File: config.mk
export PLATFORM = sky130hd
export DESIGN_NAME = uart_tx_sched
export DESIGN_NICKNAME = d
export VERILOG_FILES = /design/src/rtl/uart_sched_pkg.sv /design/src/rtl/uart_tx_sched_rr_pick.sv /design/src/rtl/uart_tx_sched.sv
export SDC_FILE = /design/constraint.sdc
export NUM_CORES = 1
export LEC_CHECK = 0
export BUFFER_PORTS_ARGS = -buffer_cell sky130_fd_sc_hd__buf_2
export CORE_MARGIN = 5
export CORE_UTILIZATION = 55
export CTS_CLUSTER_DIAMETER = 40
export CTS_CLUSTER_SIZE = 12
export DETAILED_ROUTE_END_ITERATION = 10
export HOLD_SLACK_MARGIN = 0.12
export PLACE_DENSITY = 0.94
export REMOVE_ABC_BUFFERS = 1
export SLEW_MARGIN = 15
export SYNTH_ARGS = -nofsm -noshare
export SYNTH_HDL_FRONTEND = slang
export SYNTH_SLANG_ARGS = --single-unit
File: constraint.sdc
create_clock -name clk_i -period 3.35 [get_ports clk_i]
set_input_delay 0.1675 -clock clk_i [delete_from_list [all_inputs] [get_ports clk_i]]
set_output_delay 0.1675 -clock clk_i [all_outputs]
set_load 0.1 [all_outputs]
File: src/rtl/uart_sched_pkg.sv
// Shared types and constants for the UART TX packet scheduler and its picker.
package uart_sched_pkg;

  typedef enum logic {
    IDLE = 1'b0,
    LOCK = 1'b1
  } state_e;

  localparam logic [7:0] sat_count_max = 8'hFF;

endpackage

File: src/rtl/uart_tx_sched_rr_pick.sv
// Combinational rotate-priority picker: the first asserted request at or after
// ptr_i (wrapping modulo num_req_p) wins.
module rr_pick #(
  parameter int num_req_p = 3,
  parameter int ptr_w_p   = $clog2(num_req_p)
) (
  input  logic [num_req_p-1:0] req_i,
  input  logic [ptr_w_p-1:0]   ptr_i,
  output logic [ptr_w_p-1:0]   idx_o,
  output logic                 any_o
);

  int                 pos;
  logic [ptr_w_p-1:0] pos_idx;

  // NOTE: every output and temporary gets a default before the loop so no path
  // through the block leaves a value unassigned, which would infer a latch.
  always_comb begin
    idx_o   = '0;
    any_o   = 1'b0;
    pos     = 0;
    pos_idx = '0;
    for (int i = 0; i < num_req_p; i++) begin
      pos = int'(ptr_i) + i;
      if (pos >= num_req_p) pos = pos - num_req_p;
      pos_idx = ptr_w_p'(pos);
      if (!any_o && req_i[pos_idx]) begin
        any_o = 1'b1;
        idx_o = pos_idx;
      end
    end
  end

endmodule

File: src/rtl/uart_tx_sched.sv
// Packet-level round-robin scheduler sharing one UART TX AXI-stream port; the
// winner keeps the port until tlast, with a stall watchdog for dead sources.
module uart_tx_sched
  import uart_sched_pkg::*;
#(
  parameter int num_req_p    = 3,
  parameter int data_width_p = 8,
  parameter int timeout_p    = 1024
) (
  input  logic                              clk_i,
  input  logic                              reset_i,
  input  logic [num_req_p-1:0]              req_valid_i,
  input  logic [num_req_p*data_width_p-1:0] req_data_i,
  input  logic [num_req_p-1:0]              req_last_i,
  output logic [num_req_p-1:0]              req_ready_o,
  output logic                              valid_o,
  output logic [data_width_p-1:0]           data_o,
  input  logic                              ready_i,
  output logic [num_req_p-1:0]              grant_o,
  output logic                              busy_o,
  output logic                              timeout_o,
  output logic [7:0]                        timeout_count_o
);

  localparam int ptr_w = $clog2(num_req_p);
  localparam int cnt_w = (timeout_p > 1) ? $clog2(timeout_p + 1) : 1;
  localparam logic [cnt_w-1:0] stall_last = (timeout_p > 0) ? cnt_w'(timeout_p - 1) : '0;

  state_e                                    state_q, state_d;
  logic [ptr_w-1:0]                          ptr_q, ptr_d;
  logic [ptr_w-1:0]                          gnt_q, gnt_d;
  logic [cnt_w-1:0]                          stall_q, stall_d;
  logic                                      timeout_q, timeout_d;
  logic [7:0]                                tcount_q, tcount_d;

  logic [ptr_w-1:0]                          pick_idx;
  logic                                      pick_any;
  logic [ptr_w-1:0]                          gnt_next;
  logic                                      lock_active;
  logic                                      handshake;
  logic [num_req_p-1:0][data_width_p-1:0]    req_data_a;

  assign req_data_a = req_data_i;

  rr_pick #(
    .num_req_p(num_req_p),
    .ptr_w_p  (ptr_w)
  ) u_pick (
    .req_i(req_valid_i),
    .ptr_i(ptr_q),
    .idx_o(pick_idx),
    .any_o(pick_any)
  );

  // Outputs are forced to their reset values for as long as reset_i is low,
  // so a mid-packet reset never exposes the in-flight byte.
  assign lock_active     = (state_q == LOCK) && reset_i;
  assign gnt_next        = (gnt_q == ptr_w'(num_req_p - 1)) ? '0 : gnt_q + 1'b1;
  assign valid_o         = lock_active && req_valid_i[gnt_q];
  assign data_o          = lock_active ? req_data_a[gnt_q] : '0;
  assign busy_o          = lock_active;
  assign handshake       = valid_o && ready_i;
  assign timeout_o       = timeout_q && reset_i;
  assign timeout_count_o = reset_i ? tcount_q : '0;

  always_comb begin
    req_ready_o = '0;
    grant_o     = '0;
    if (lock_active) begin
      req_ready_o[gnt_q] = ready_i;
      grant_o[gnt_q]     = 1'b1;
    end
  end

  always_comb begin
    state_d   = state_q;
    ptr_d     = ptr_q;
    gnt_d     = gnt_q;
    stall_d   = stall_q;
    timeout_d = 1'b0;
    tcount_d  = tcount_q;
    case (state_q)
      IDLE: begin
        if (pick_any) begin
          state_d = LOCK;
          gnt_d   = pick_idx;
          stall_d = '0;
        end
      end
      LOCK: begin
        if (handshake) begin
          stall_d = '0;
          if (req_last_i[gnt_q]) begin
            state_d = IDLE;
            ptr_d   = gnt_next;
          end
        end else if (!req_valid_i[gnt_q] && (timeout_p != 0)) begin
          // A sink stall keeps valid high and therefore never feeds the watchdog.
          if (stall_q == stall_last) begin
            state_d   = IDLE;
            ptr_d     = gnt_next;
            timeout_d = 1'b1;
            if (tcount_q != sat_count_max) tcount_d = tcount_q + 8'd1;
          end else begin
            stall_d = stall_q + 1'b1;
          end
        end
      end
      default: state_d = IDLE;
    endcase
  end

  // NOTE: state registers use non-blocking assignments so every flop samples
  // the pre-edge value of its neighbours, independent of statement order.
  always_ff @(posedge clk_i) begin
    if (!reset_i) begin
      state_q   <= IDLE;
      ptr_q     <= '0;
      gnt_q     <= '0;
      stall_q   <= '0;
      timeout_q <= 1'b0;
      tcount_q  <= '0;
    end else begin
      state_q   <= state_d;
      ptr_q     <= ptr_d;
      gnt_q     <= gnt_d;
      stall_q   <= stall_d;
      timeout_q <= timeout_d;
      tcount_q  <= tcount_d;
    end
  end

endmodule

==> run_results.csv <==
group,metric,value,unit
outcome,status,"completed",
yosys,synth_most_common_cell,"nor2_1",
worst_hold_path,holdPathStages,3,
placed_design,numPortBuffers,57,
sta,hold_slack,0.325,ns
yosys,synthCells,249,
route,drc,0,
setup_path,r2r_start,"gnt_q[0]",
pwr,vdd_drop_max,0.000248,V
setup_path,crit_slowest_cell,"dfxtp_1",
cts,cts.sinks,25,
yosys,synth_top_family_by_area,"simple AND/OR/NAND/NOR gates",
yosys,synth-simple-area-share,33.2,%
setup_path,slowest_delay,0.83,ns
placed_design,dp_hpwl,3870,um
sta,timing.fmax,0.410,GHz
yosys,ys_seq_area_share,25.0,%
route,first_iter_violations,156,
cts,path_clk_slew,0.09,ns
cts,cts_resized,0,
sta,fin_crit,2.44,ns
cells_and_area,area_growth,15.6,%
cells_and_area,num-fill-cells,317,
yosys,synth_fa_ha_area_share,3.13,%
global_routing,grt_usage,20.2,%
yosys,avgSynthCellArea,8.04,um^2
sta,worst_clock_skew,0.00686,ns
yosys,synth_warnings,0,
cts,cts_buffers,3,
placed_design,gp_congestion,0.907,
cells_and_area,finalNetCount,335,
setup_path,crit_fanout,16,
yosys,synth.area.top_cells,"dfxtp_1 (25%), mux2i_1 (8.5%), nor2_1 (6.0%), a21oi_1 (4.3%), nand2_1 (3.8%)",
global_routing,first_global_vias,1892,
sta,relSlewSlack,48.4,%
yosys,muxShareOfSynthArea,11.3,%
yosys,synth_common_cells,"nor2_1 (32), dfxtp_1 (25), nand2_1 (20)",
route,wire_per_inst,15.2,um
setup_path,critPathRequiredTime,3.54,ns
cells_and_area,final-instance-count-excl-fill,344,
worst_hold_path,hold_start,"reset_i",
yosys,yosysTopAreaCellShare,25.0,%
global_routing,gr-total-overflow,0,
cts,insertion_delay,0.27,ns
setup_path,rr_endpoint,"stall_q[5]",
setup_path,critPathLaunchType,"register",
yosys,synthDistinctLibCells,64,
route,drt-total-wl,5220,um
worst_hold_path,hp-class,"input pin to register",
die,fp-row-count,22,
route,firstDrtPassIters,4,
die,die_y,70.3,um
setup_path,cp_cell_sequence,"mux2i_4, o2bb2ai_4, a31oi_1, nand2_1, a311oi_2",
worst_hold_path,hold_end,"stall_q[10]",
sta,worst_slew_pin_slew,0.773,ns
yosys,synth-compound-area-share,19.9,%
global_routing,antenna_found_initial,0,
cells_and_area,drive_gt1_share,28.0,%
yosys,synth_top_area_cell,"dfxtp_1",
yosys,synthArstFlopShare,0,%
cts,cts_buffer_depth,2,
placed_design,dp.cells,340,
yosys,synth_xor_area_share,1.75,%
die,start_util,55.5,%
global_routing,grt_pass1_wl,8340,um
yosys,synth-edff-count,0,
die,io_pins,58,
cells_and_area,n_antenna_cell,0,
job,maxCapViolCount,0,
setup_path,path_class,"register to register",
yosys,synth_ff_type,"dfxtp_1",
cells_and_area,multi_input_area,1390,um^2
yosys,synth-seq-cells,25,
cts,postCtsHoldBufs,0,
cts,cts_tree,"yes",
route,drtAntennaViolNets,0,
sta,slew_viol_final,0,
pwr,cellPowerDensity,302,nW/um^2
sta,finalCritPeriodShare,72.8,%
sta,rsz0062_at_grt,"false",
die,die_w,70.3,um
cts,cts_root_buffer,"clkbuf_8",
pwr,p_leak,0.954,nW
die,dieArea,4950,um^2
setup_path,endpoint_kind,"register",
sta,hold_viol,0,
cts,htree_levels,1,
setup_path,rr_worst_depth,5,
setup_path,worstPathArrival,2.63,ns
route,vias,2008,
cts,cts_setup_buffers,0,
sta,setup_viol,0,
route,post_drt_via_cell_ratio,5.84,
global_routing,grt_max_degree,26,
die,core-area,3610,um^2
setup_path,r2r_slack,0.91,ns
cells_and_area,seqCellArea,500,um^2
yosys,synth_area,2000,um^2
## cells by family after synthesis
family / after synthesis
flip-flops: 25
adder cells (fa/ha/maj): 5
AO/OA/AOI/OAI: 53
XOR/XNOR: 4
AND/OR/NAND/NOR: 118
buffers and inverters: 23
multiplexers: 21
## critical path: cells and delay by family (launching register included)
family | cells | cell delay [ns]
compound gates | 3 | 0.98
flops | 1 | 0.83
simple gates | 1 | 0.15
mux | 1 | 0.39
## where the power goes
group | switching (mW) | internal (mW) | leakage [nW]
Sequential | 0.0119 | 0.301 | 0.202
Clock | 0.101 | 0.0845 | 0.0217
Combinational | 0.143 | 0.0578 | 0.730
Total | 0.256 | 0.443 | 0.954
## layer usage
| metal | share of wire (%) | wire (um) | track usage (%) | up-vias |
|---|---|---|---|---|
| li1 | - | - | - | 998 |
| met1 | 41 | 2120 | 22.9 | 937 |
| met2 | 53 | 2750 | 36.5 | 60 |
| met3 | 4.6 | 239 | 4.32 | 13 |
| met4 | 1.9 | 99 | 7.66 | 0 |
| met5 | 0 | 0 | 0 | - |
## cell type report
type,count,area share (%)
Inverter,9,1.46
Timing Repair Buffer,57,12.3
Sequential cell,25,21.6
Clock buffer,3,1.78
Tap cell,48,2.59
Multi-Input combinational cell,201,59.9
Clock inverter,1,0.324
## sequential cells by signal (all words and copies together), names as in the netlist
| signal | cells |
|---|---|
| stall_q | 11 |
| tcount_q | 8 |
| gnt_q | 2 |
| ptr_q | 2 |
| state_q | 1 |
| timeout_q | 1 |
## cells in the final DEF, fill, tap and decap left out, types with 2 or more instances in the layout
| cell type | n |
|---|---|
| buf_2 | 57 |
| nor2_1 | 32 |
| dfxtp_1 | 25 |
| nand2_1 | 20 |
| mux2i_1 | 17 |
| a21oi_1 | 17 |
| nand3_1 | 14 |
| and2_1 | 10 |
| inv_1 | 8 |
| nor3_1 | 7 |
| and3_1 | 6 |
| nand2b_1 | 5 |
| o21ai_0 | 5 |
| a31oi_1 | 5 |
| ha_1 | 5 |
| xnor2_1 | 4 |
| mux2_1 | 3 |
| clkbuf_8 | 3 |
| nor2b_1 | 2 |
| nand3b_1 | 2 |
| o22ai_1 | 2 |
| a21oi_2 | 2 |
| nand4_1 | 2 |
| a31o_2 | 2 |
| nor4_1 | 2 |
| o2111ai_1 | 2 |
| a31o_1 | 2 |
## worst max-delay path by stage
stage | cells past startpoint | to | slack [ns] | start
floorplan | 4 | req_ready_o[0] | -0.23 | state_q
global placement | 5 | tcount_q[6] | 1.03 | gnt_q[0]
detailed placement | 5 | tcount_q[6] | 0.95 | gnt_q[0]
CTS | 5 | stall_q[5] | 0.93 | gnt_q[0]
global route | 5 | stall_q[5] | 0.76 | gnt_q[0]
finish | 5 | stall_q[5] | 0.91 | gnt_q[0]
## stage by stage
stage               setup WS, ns  TNS (ns)  power (mW)  util (%)  instance area, um^2
finish                     0.910         0       0.699      64.2                 2310
global route               0.765         0       0.724      64.2                 2310
CTS                        0.926         0       0.698      64.2                 2310
detailed placement         0.953         0       0.518      62.8                 2270
global placement            1.03         0       0.513      62.8                 2270
floorplan                 -0.229    -0.229       0.463         -                 1920
Power figures use the tool's default switching activity.
